==> src/rtl/biu_arb_pkg.sv <==
// Shared types and constants for the BIU refill arbiter.
// Optional feature macro: BIU_ARB_RR_EN (round-robin priority pointer).
package biu_arb_pkg;

  localparam int DATA_W_DEF = 64;
  localparam int ADDR_W_DEF = 32;

  // Owner encoding used by arb_owner and the priority pointer.
  localparam logic OWNER_ICU = 1'b0;
  localparam logic OWNER_DCU = 1'b1;

  typedef enum logic [1:0] {
    ST_IDLE = 2'd0,
    ST_REQ  = 2'd1,
    ST_DATA = 2'd2
  } state_e;

endpackage

==> src/rtl/biu_arb_pri.sv <==
// Two-way winner selection: one-hot grant (bit 0 = icu, bit 1 = dcu).
// On a tie the pointer names the favoured requester.
import biu_arb_pkg::*;

module biu_arb_pri (
  input  logic       icu_req,
  input  logic       dcu_req,
  input  logic       ptr,
  output logic [1:0] grant
);

  // Pick a single winner; the pointer only matters when both request.
  always_comb begin
    grant = 2'b00;
    if (icu_req && dcu_req) begin
      grant = (ptr == OWNER_DCU) ? 2'b10 : 2'b01;
    end else if (icu_req) begin
      grant = 2'b01;
    end else if (dcu_req) begin
      grant = 2'b10;
    end
  end

endmodule

==> src/rtl/biu_arb.sv <==
// BIU refill arbiter: shares one downstream request/response channel
// between the icache and dcache refill engines.
// Build option: define BIU_ARB_RR_EN for round-robin priority; otherwise
// the icache always wins a tie.
//
// Handshake: a requester holds req (and addr) high until it sees its
// one-cycle ack. The downstream side sees arb_axi_req high in REQ until
// axi_arb_ack; response beats are then forwarded only in DATA, only to
// the latched owner, until a beat with both data_valid and data_last.
import biu_arb_pkg::*;

module biu_arb #(
  parameter int DATA_W = DATA_W_DEF,
  parameter int ADDR_W = ADDR_W_DEF
) (
  input  logic              clk,
  input  logic              reset,
  input  logic              icu_biu_req,
  input  logic [ADDR_W-1:0] icu_biu_addr,
  input  logic              dcu_biu_req,
  input  logic [ADDR_W-1:0] dcu_biu_addr,
  output logic              biu_icu_ack,
  output logic              biu_dcu_ack,
  output logic              biu_icu_data_valid,
  output logic              biu_dcu_data_valid,
  output logic              biu_icu_data_last,
  output logic              biu_dcu_data_last,
  output logic [DATA_W-1:0] biu_icu_data,
  output logic [DATA_W-1:0] biu_dcu_data,
  output logic              arb_axi_req,
  output logic [ADDR_W-1:0] arb_axi_addr,
  input  logic              axi_arb_ack,
  input  logic              axi_arb_data_valid,
  input  logic              axi_arb_data_last,
  input  logic [DATA_W-1:0] axi_arb_data,
  output logic              arb_owner,
  output logic              arb_busy,
  output state_e            arb_state
);

  state_e     state;
  state_e     state_nxt;
  logic       owner;
  logic       ptr;
  logic [1:0] grant;
  logic       in_req;
  logic       in_data;
  logic       burst_done;

`ifdef BIU_ARB_RR_EN
  // Round-robin pointer: after each finished burst favour the other side.
  always_ff @(posedge clk or posedge reset) begin
    if (reset) begin
      ptr <= OWNER_ICU;
    end else if (burst_done) begin
      ptr <= ~owner;
    end
  end
`else
  assign ptr = OWNER_ICU;
`endif

  biu_arb_pri u_pri (
    .icu_req (icu_biu_req),
    .dcu_req (dcu_biu_req),
    .ptr     (ptr),
    .grant   (grant)
  );

  assign in_req     = (state == ST_REQ);
  assign in_data    = (state == ST_DATA);
  assign burst_done = in_data && axi_arb_data_valid && axi_arb_data_last;

  // State register.
  always_ff @(posedge clk or posedge reset) begin
    if (reset) begin
      state <= ST_IDLE;
    end else begin
      state <= state_nxt;
    end
  end

  // Latch the winner and its address when leaving IDLE.
  always_ff @(posedge clk or posedge reset) begin
    if (reset) begin
      owner        <= OWNER_ICU;
      arb_axi_addr <= '0;
    end else if ((state == ST_IDLE) && (grant != 2'b00)) begin
      owner        <= grant[1] ? OWNER_DCU : OWNER_ICU;
      arb_axi_addr <= grant[1] ? dcu_biu_addr : icu_biu_addr;
    end
  end

  // Next-state logic; a finished burst always returns through IDLE.
  always_comb begin
    state_nxt = state;
    case (state)
      ST_IDLE: if (grant != 2'b00) state_nxt = ST_REQ;
      ST_REQ:  if (axi_arb_ack)    state_nxt = ST_DATA;
      ST_DATA: if (burst_done)     state_nxt = ST_IDLE;
      default: state_nxt = ST_IDLE;
    endcase
  end

  // Output routing: only the owner ever sees ack/beats, and only in the
  // state where they are meaningful; stray response strobes are dropped.
  always_comb begin
    biu_icu_ack        = 1'b0;
    biu_dcu_ack        = 1'b0;
    biu_icu_data_valid = 1'b0;
    biu_dcu_data_valid = 1'b0;
    biu_icu_data_last  = 1'b0;
    biu_dcu_data_last  = 1'b0;
    biu_icu_data       = '0;
    biu_dcu_data       = '0;
    if (in_req && axi_arb_ack) begin
      if (owner == OWNER_DCU) biu_dcu_ack = 1'b1;
      else                    biu_icu_ack = 1'b1;
    end
    if (in_data) begin
      if (owner == OWNER_DCU) begin
        biu_dcu_data_valid = axi_arb_data_valid;
        biu_dcu_data_last  = axi_arb_data_last;
        biu_dcu_data       = axi_arb_data;
      end else begin
        biu_icu_data_valid = axi_arb_data_valid;
        biu_icu_data_last  = axi_arb_data_last;
        biu_icu_data       = axi_arb_data;
      end
    end
  end

  assign arb_axi_req = in_req;
  assign arb_busy    = (state != ST_IDLE);
  assign arb_owner   = arb_busy ? owner : OWNER_ICU;
  assign arb_state   = state;

endmodule

==> config.mk <==
export PLATFORM = sky130hd
export DESIGN_NAME = biu_arb
export DESIGN_NICKNAME = d
export VERILOG_FILES = /design/src/rtl/biu_arb_pkg.sv /design/src/rtl/biu_arb_pri.sv /design/src/rtl/biu_arb.sv
export SDC_FILE = /design/constraint.sdc
export NUM_CORES = 1
export LEC_CHECK = 0
export ABC_AREA = 1
export BUFFER_PORTS_ARGS = -buffer_cell sky130_fd_sc_hd__clkbuf_2
export CAP_MARGIN = 25
export CORE_AREA = 10 10 111 113
export CTS_CLUSTER_DIAMETER = 30
export DETAILED_ROUTE_END_ITERATION = 7
export DIE_AREA = 0 0 121 123
export GPL_TIMING_DRIVEN = 1
export PLACE_DENSITY = 0.63
export SLEW_MARGIN = 15
export SYNTH_ARGS = -nofsm -noshare
export SYNTH_HDL_FRONTEND = slang
export SYNTH_SLANG_ARGS = --single-unit
export TNS_END_PERCENT = 100
==> constraint.sdc <==
create_clock -name clk -period 2.3 [get_ports clk]
set_input_delay 0.115 -clock clk [delete_from_list [all_inputs] [get_ports clk]]
set_output_delay 0.115 -clock clk [all_outputs]
set_load 0.03 [all_outputs]
; ---- After elaboration in Yosys (flattened, before gate mapping)
; Cells that the tools add are included.
[word_totals]
wordCells = 43
inputBits = 135
regBits = 35
output_inout_bits = 171
[op_classes]
n_reduce_logical = 9
n_eq_ne = 5
mux = 26
[op_table]
columns = operator, count
row1 = $mux 64, 4
row2 = $mux 32, 1
row3 = $mux 1, 14
row4 = $mux 2, 6
row5 = $pmux 2 s3, 1
row6 = $logic_and 1x1->1, 5
row7 = $ne 2x1->1 const B, 2
row8 = $reduce_bool 2->1, 2
row9 = $reduce_and 3->1, 1
row10 = $eq 2x1->1 const B, 1
row11 = $eq 2x2->1 const B, 1
row12 = $logic_not 2->1, 1
row13 = $ne 2x2->1 const B, 1

; ---- Logic depth before layout (Yosys ltp)
[depth]
ltp_word = 6
mapped_depth = 7

; ---- Cells and area by module
; A second synthesis with hierarchy kept.
[hier_totals]
hier_cells = 485
area_unflattened_um2 = 2735.1
[by_module_without_submodules]
columns = mod, seq_area_each_um2, cells_each, area_per_inst_um2, n_inst
row1 = biu_arb, 875.8, 480, 2713.9, 1
row2 = biu_arb_pri, 0.0, 5, 21.3, 1

; ---- Worst setup path after synthesis
; No wires, ideal clock.
[synth_path]
path_kind = reg2out
start = register state[0], in the netlist arb_state[0]
end = output port biu_dcu_ack
arrival_time_ps = 1735
stages_incl_launch_ff = 5
n_path_buf = 0
setup_slack_ps = 450
cell_sequence = dfrtp_1 -> inv_1 -> nor2_1 -> nand2_1 -> nor2_1
[synth_via]
elab_chain_cells = 3
[synth_lines]
columns = element, line_no
row1 = start: declaration, biu_arb.sv:41  ; state_e state;
row2 = start signal: assignment, biu_arb.sv:79  ; state <= state_nxt;
row3 = $eq 2x1->1, biu_arb.sv:70  ; assign in_req = (state == ST_REQ);
row4 = net arb_axi_req, biu_arb.sv:30  ; output logic arb_axi_req,
row5 = $logic_and 1x1->1, biu_arb.sv:116  ; if (in_req && axi_arb_ack) begin
row6 = $mux 1, biu_arb.sv:116
row7 = end: declaration, biu_arb.sv:23  ; output logic biu_dcu_ack,
; The timed path passes the listed nets, and every way through them passes these cells.

; ---- Final worst setup path
[layout_path]
start = register state[1], in the netlist arb_state[1]
end = output port biu_dcu_data[15]
[layout_via]
elab_chain_cells = 2
[layout_lines]
columns = element, line_no
row1 = $eq 2x2->1, biu_arb.sv:71  ; assign in_data = (state == ST_DATA);
row2 = $mux 64, biu_arb.sv:120  ; if (in_data) begin
row3 = end: declaration, biu_arb.sv:29  ; output logic [DATA_W-1:0] biu_dcu_data,
; No other way between the ends.

==> flow_results.xml <==
<?xml version="1.0" encoding="UTF-8"?>
<metrics>
  <group name="drt">
    <metric name="first_iter_violations" unit="">204</metric>
    <metric name="route.vias.total" unit="">3738</metric>
    <metric name="route.detailed.wl_per_inst" unit="um">16.0</metric>
    <metric name="drtAntennaViolNets" unit="">0</metric>
    <metric name="post_drt_via_cell_ratio" unit="">4.11</metric>
    <metric name="detail_route.first_pass.iterations" unit="">4</metric>
    <metric name="remaining_drcs" unit="">0</metric>
    <metric name="drt_wl_total" unit="mm">14.5</metric>
  </group>
  <group name="worst_hold_path">
    <metric name="cells_on_worst_hold_path" unit="">2</metric>
    <metric name="holdCritStartpoint" unit="">axi_arb_ack</metric>
    <metric name="holdCritPathClass" unit="">in2reg</metric>
    <metric name="worst_hold_path.endpoint" unit="">arb_state[0]</metric>
  </group>
  <group name="final_layout">
    <metric name="area_delta_synth_final" unit="%">63.6</metric>
    <metric name="num-fill-cells" unit="">1161</metric>
    <metric name="diodes" unit="">0</metric>
    <metric name="post_route_cells_drive_above_1_share" unit="%">44.0</metric>
    <metric name="stdcell_count" unit="">909</metric>
    <metric name="design.final.nets" unit="">907</metric>
    <metric name="layout.core_utilization" unit="%">43.9</metric>
  </group>
  <group name="setup_path">
    <metric name="timing.rr.end" unit="">arb_axi_addr[31]</metric>
    <metric name="max_stage_delay" unit="ns">0.42</metric>
    <metric name="setup.worst_path.end_class" unit="">primary output</metric>
    <metric name="path_cells" unit="">inv_2 &gt; nor2_4 &gt; nand2_2 &gt; buf_12 &gt; nor2_1 &gt; clkbuf_2</metric>
    <metric name="critical_path_peak_fanout" unit="">47</metric>
    <metric name="reg2reg_slack" unit="ns">0.78</metric>
    <metric name="regToRegStartpoint" unit="">arb_state[1]</metric>
    <metric name="worst_setup_path_start_kind" unit="">register</metric>
    <metric name="critical_path.top_delay_family" unit="">buffers and inverters</metric>
    <metric name="crit_required" unit="ns">2.18</metric>
    <metric name="critPathBufInv" unit="">3</metric>
    <metric name="slowest_cell_on_crit_path" unit="">sky130_fd_sc_hd__dfrtp_1</metric>
    <metric name="depth_of_the_most_critical_reg_to_reg_path" unit="">5</metric>
    <metric name="crit_arrival" unit="ns">1.77</metric>
    <metric name="worst-setup-path-type" unit="">reg2out</metric>
  </group>
  <group name="synth">
    <metric name="postSynthRegisterBits" unit="">35</metric>
    <metric name="synth.cell_area" unit="um^2">2720</metric>
    <metric name="synth.distinct_cells" unit="">15</metric>
    <metric name="synth_simple_gate_area_share" unit="%">49.8</metric>
    <metric name="synth-compound-area-share" unit="%">0.966</metric>
    <metric name="largest_family_of_logic_cells_by_synthesized_area" unit="">simple AND/OR/NAND/NOR gates</metric>
    <metric name="synthMuxAreaShare" unit="%">0</metric>
    <metric name="postSynthCellCount" unit="">479</metric>
    <metric name="post_synthesis_sequential_area_ratio" unit="%">32.2</metric>
    <metric name="synth.yosys.warnings" unit="">0</metric>
    <metric name="post_synth_fa_ha_maj_area_fraction" unit="%">0</metric>
    <metric name="synthesis.nets" unit="">614</metric>
    <metric name="synth_xor_xnor_area_share" unit="%">0</metric>
    <metric name="syn-mean-instance-area" unit="um^2">5.68</metric>
  </group>
  <group name="timing">
    <metric name="post-route-period-util" unit="%">81.9</metric>
    <metric name="setup_slack" unit="ns">0.416</metric>
    <metric name="finalSetupViolCount" unit="">0</metric>
    <metric name="grt_setup_unrepaired" unit="">no</metric>
    <metric name="timing.max_slew.rel_slack" unit="%">49.8</metric>
    <metric name="fmax" unit="MHz">531</metric>
    <metric name="timing.setup.tns" unit="ns">0</metric>
    <metric name="finalWorstPathRequiredPeriod" unit="ns">1.88</metric>
    <metric name="hold_violations" unit="">0</metric>
    <metric name="timing_max_transition_violations_final" unit="">0</metric>
    <metric name="worst_clock_skew" unit="ns">0.00675</metric>
    <metric name="tightest_pin_transition" unit="ns">0.753</metric>
  </group>
  <group name="pwr">
    <metric name="share_clk_of_total_power" unit="%">11.2</metric>
    <metric name="share_comb_of_total_power" unit="%">67.3</metric>
    <metric name="power_density" unit="nW/um^2">1140</metric>
    <metric name="net-switching-power" unit="mW">2.96</metric>
    <metric name="sw_frac_of_total" unit="%">58.7</metric>
    <metric name="leakagePower" unit="nW">3.14</metric>
    <metric name="vdd_ir_drop_max" unit="mV">0.524</metric>
    <metric name="total_power" unit="mW">5.05</metric>
    <metric name="cellInternalPower" unit="mW">2.09</metric>
    <metric name="seq_power_share" unit="%">21.6</metric>
  </group>
  <group name="die">
    <metric name="core_area" unit="um^2">10100</metric>
    <metric name="die_width" unit="um">121</metric>
    <metric name="initial_core_util" unit="%">26.8</metric>
    <metric name="die_area" unit="um^2">14900</metric>
    <metric name="io_pins" unit="">306</metric>
    <metric name="rows" unit="">37</metric>
    <metric name="die_h" unit="um">123</metric>
  </group>
  <group name="flow_run">
    <metric name="max_cap_violations" unit="">0</metric>
  </group>
  <group name="clock_tree">
    <metric name="cts-resized-gates" unit="">0</metric>
    <metric name="clock_tree_from_tritoncts" unit="">built</metric>
    <metric name="clk_latency" unit="ns">0.28</metric>
    <metric name="clock_tree.root_cell" unit="">sky130_fd_sc_hd__clkbuf_8</metric>
    <metric name="clk_pin_slew_worst_paths" unit="ns">0.08</metric>
    <metric name="cts_hold_buf" unit="">1</metric>
    <metric name="clock-sinks" unit="">35</metric>
    <metric name="cts.htree.levels" unit="">2</metric>
    <metric name="cts_setup_buffers" unit="">0</metric>
    <metric name="cts_buffer_depth" unit="">2</metric>
    <metric name="numCtsBuffers" unit="">5</metric>
  </group>
  <group name="placed_design">
    <metric name="dp.final_hpwl" unit="mm">12.5</metric>
    <metric name="place_inst" unit="">900</metric>
    <metric name="dpl_worst_slack" unit="ns">0.722</metric>
    <metric name="buffer_ports.inserted" unit="">305</metric>
    <metric name="gp_congestion" unit="">1.04</metric>
  </group>
  <group name="global_route">
    <metric name="grt_remaining_overflow" unit="">0</metric>
    <metric name="first_global_vias" unit="">3750</metric>
    <metric name="grt.total_usage" unit="%">17.7</metric>
    <metric name="grt_pass1_wl" unit="mm">21.1</metric>
    <metric name="largest_net_degree_at_the_start_of_global_routing" unit="">48</metric>
    <metric name="grt_antenna_before_repair" unit="">0</metric>
  </group>
  <group name="run_status">
    <metric name="status" unit="">complete, no violations</metric>
  </group>
</metrics>
[metal layers]
layer	vias to the layer above	track usage (%)	share of wire (%)
li1	1964	-	-
met1	1577	19.4	39
met2	186	31.4	49
met3	11	7.20	11
met4	0	3.85	1.3
met5	-	0	0
[metrics by stage]
stage,area (um^2),hold WS [ns]
floorplan,2720,0.212
global placement,4320,0.224
detailed placement,4320,0.228
CTS,4450,0.0270
global route,4450,0.0432
finish,4450,0.0336
[power groups by stage]
stage                     combinational (mW)  sequential [mW]  clock, mW
after global placement                  3.45             1.09          0
after detailed placement                3.47             1.09          0
final                                   3.40             1.09      0.564
after global routing                    3.69             1.13      0.606
after CTS                               3.47             1.09      0.584
after floorplan                         1.80             1.65          0
[worst max-delay path by stage]
stage	depth (start not counted)	slack, ns	endpoint	start
6_report	6	0.42	biu_dcu_data[15]	arb_state[1]
5_1_grt	6	0.22	biu_dcu_data[32]	arb_state[1]
4_1_cts	6	0.39	biu_icu_data[8]	arb_state[1]
3_5_place_dp	6	0.72	biu_icu_data[8]	arb_state[1]
3_3_place_gp	6	0.75	biu_dcu_data[43]	arb_state[1]
2_1_floorplan	4	0.45	biu_dcu_ack	arb_state[0]
[layout make-up]
class | instances | area (um^2) | share of cell area (%)
clock inverter | 3 | 43.8 | 0.985
sequential | 35 | 876 | 19.7
clock buffer | 5 | 68.8 | 1.55
tap | 136 | 170 | 3.83
timing repair buffer | 316 | 1640 | 36.8
inverter | 71 | 267 | 5.99
multi-input combinational | 343 | 1390 | 31.1
[cells in the final DEF, fill, tap and decap left out, drive strengths merged]
cell         synthesis  routed
inv                 71      71
buf                 23      10
o21ai                3       3
clkbuf               7     310
clkinv               0       2
dlygate4sd3          0       1
dfrtp               35      35
nor2               140     140
bufinv               0       1
nand2              166     166
o31ai                1       1
nand3               33      33
[kinds of logic (layout without fill, tap and decap cells)]
family	after synthesis	count (layout)
and+or+nand+nor	339	339
buffers and inverters	101	395
AOI/OAI and AO/OA	4	4
DFF	35	35
[Yosys cell counts, drive strengths merged]
cell | number | share of area [%]
buf | 23 | 6.3
o31ai | 1 | 0.28
nand3 | 33 | 6.1
nand2 | 166 | 23
dfrtp | 35 | 32
o21ai | 3 | 0.69
clkbuf | 7 | 0.97
nor2 | 140 | 21
inv | 71 | 9.8
[registers in the layout, summed over array words and instances (netlist names)]
register,cells
owner,1
arb_state,2
arb_axi_addr,32
No activity file was read; power rests on OpenSTA's default activity.
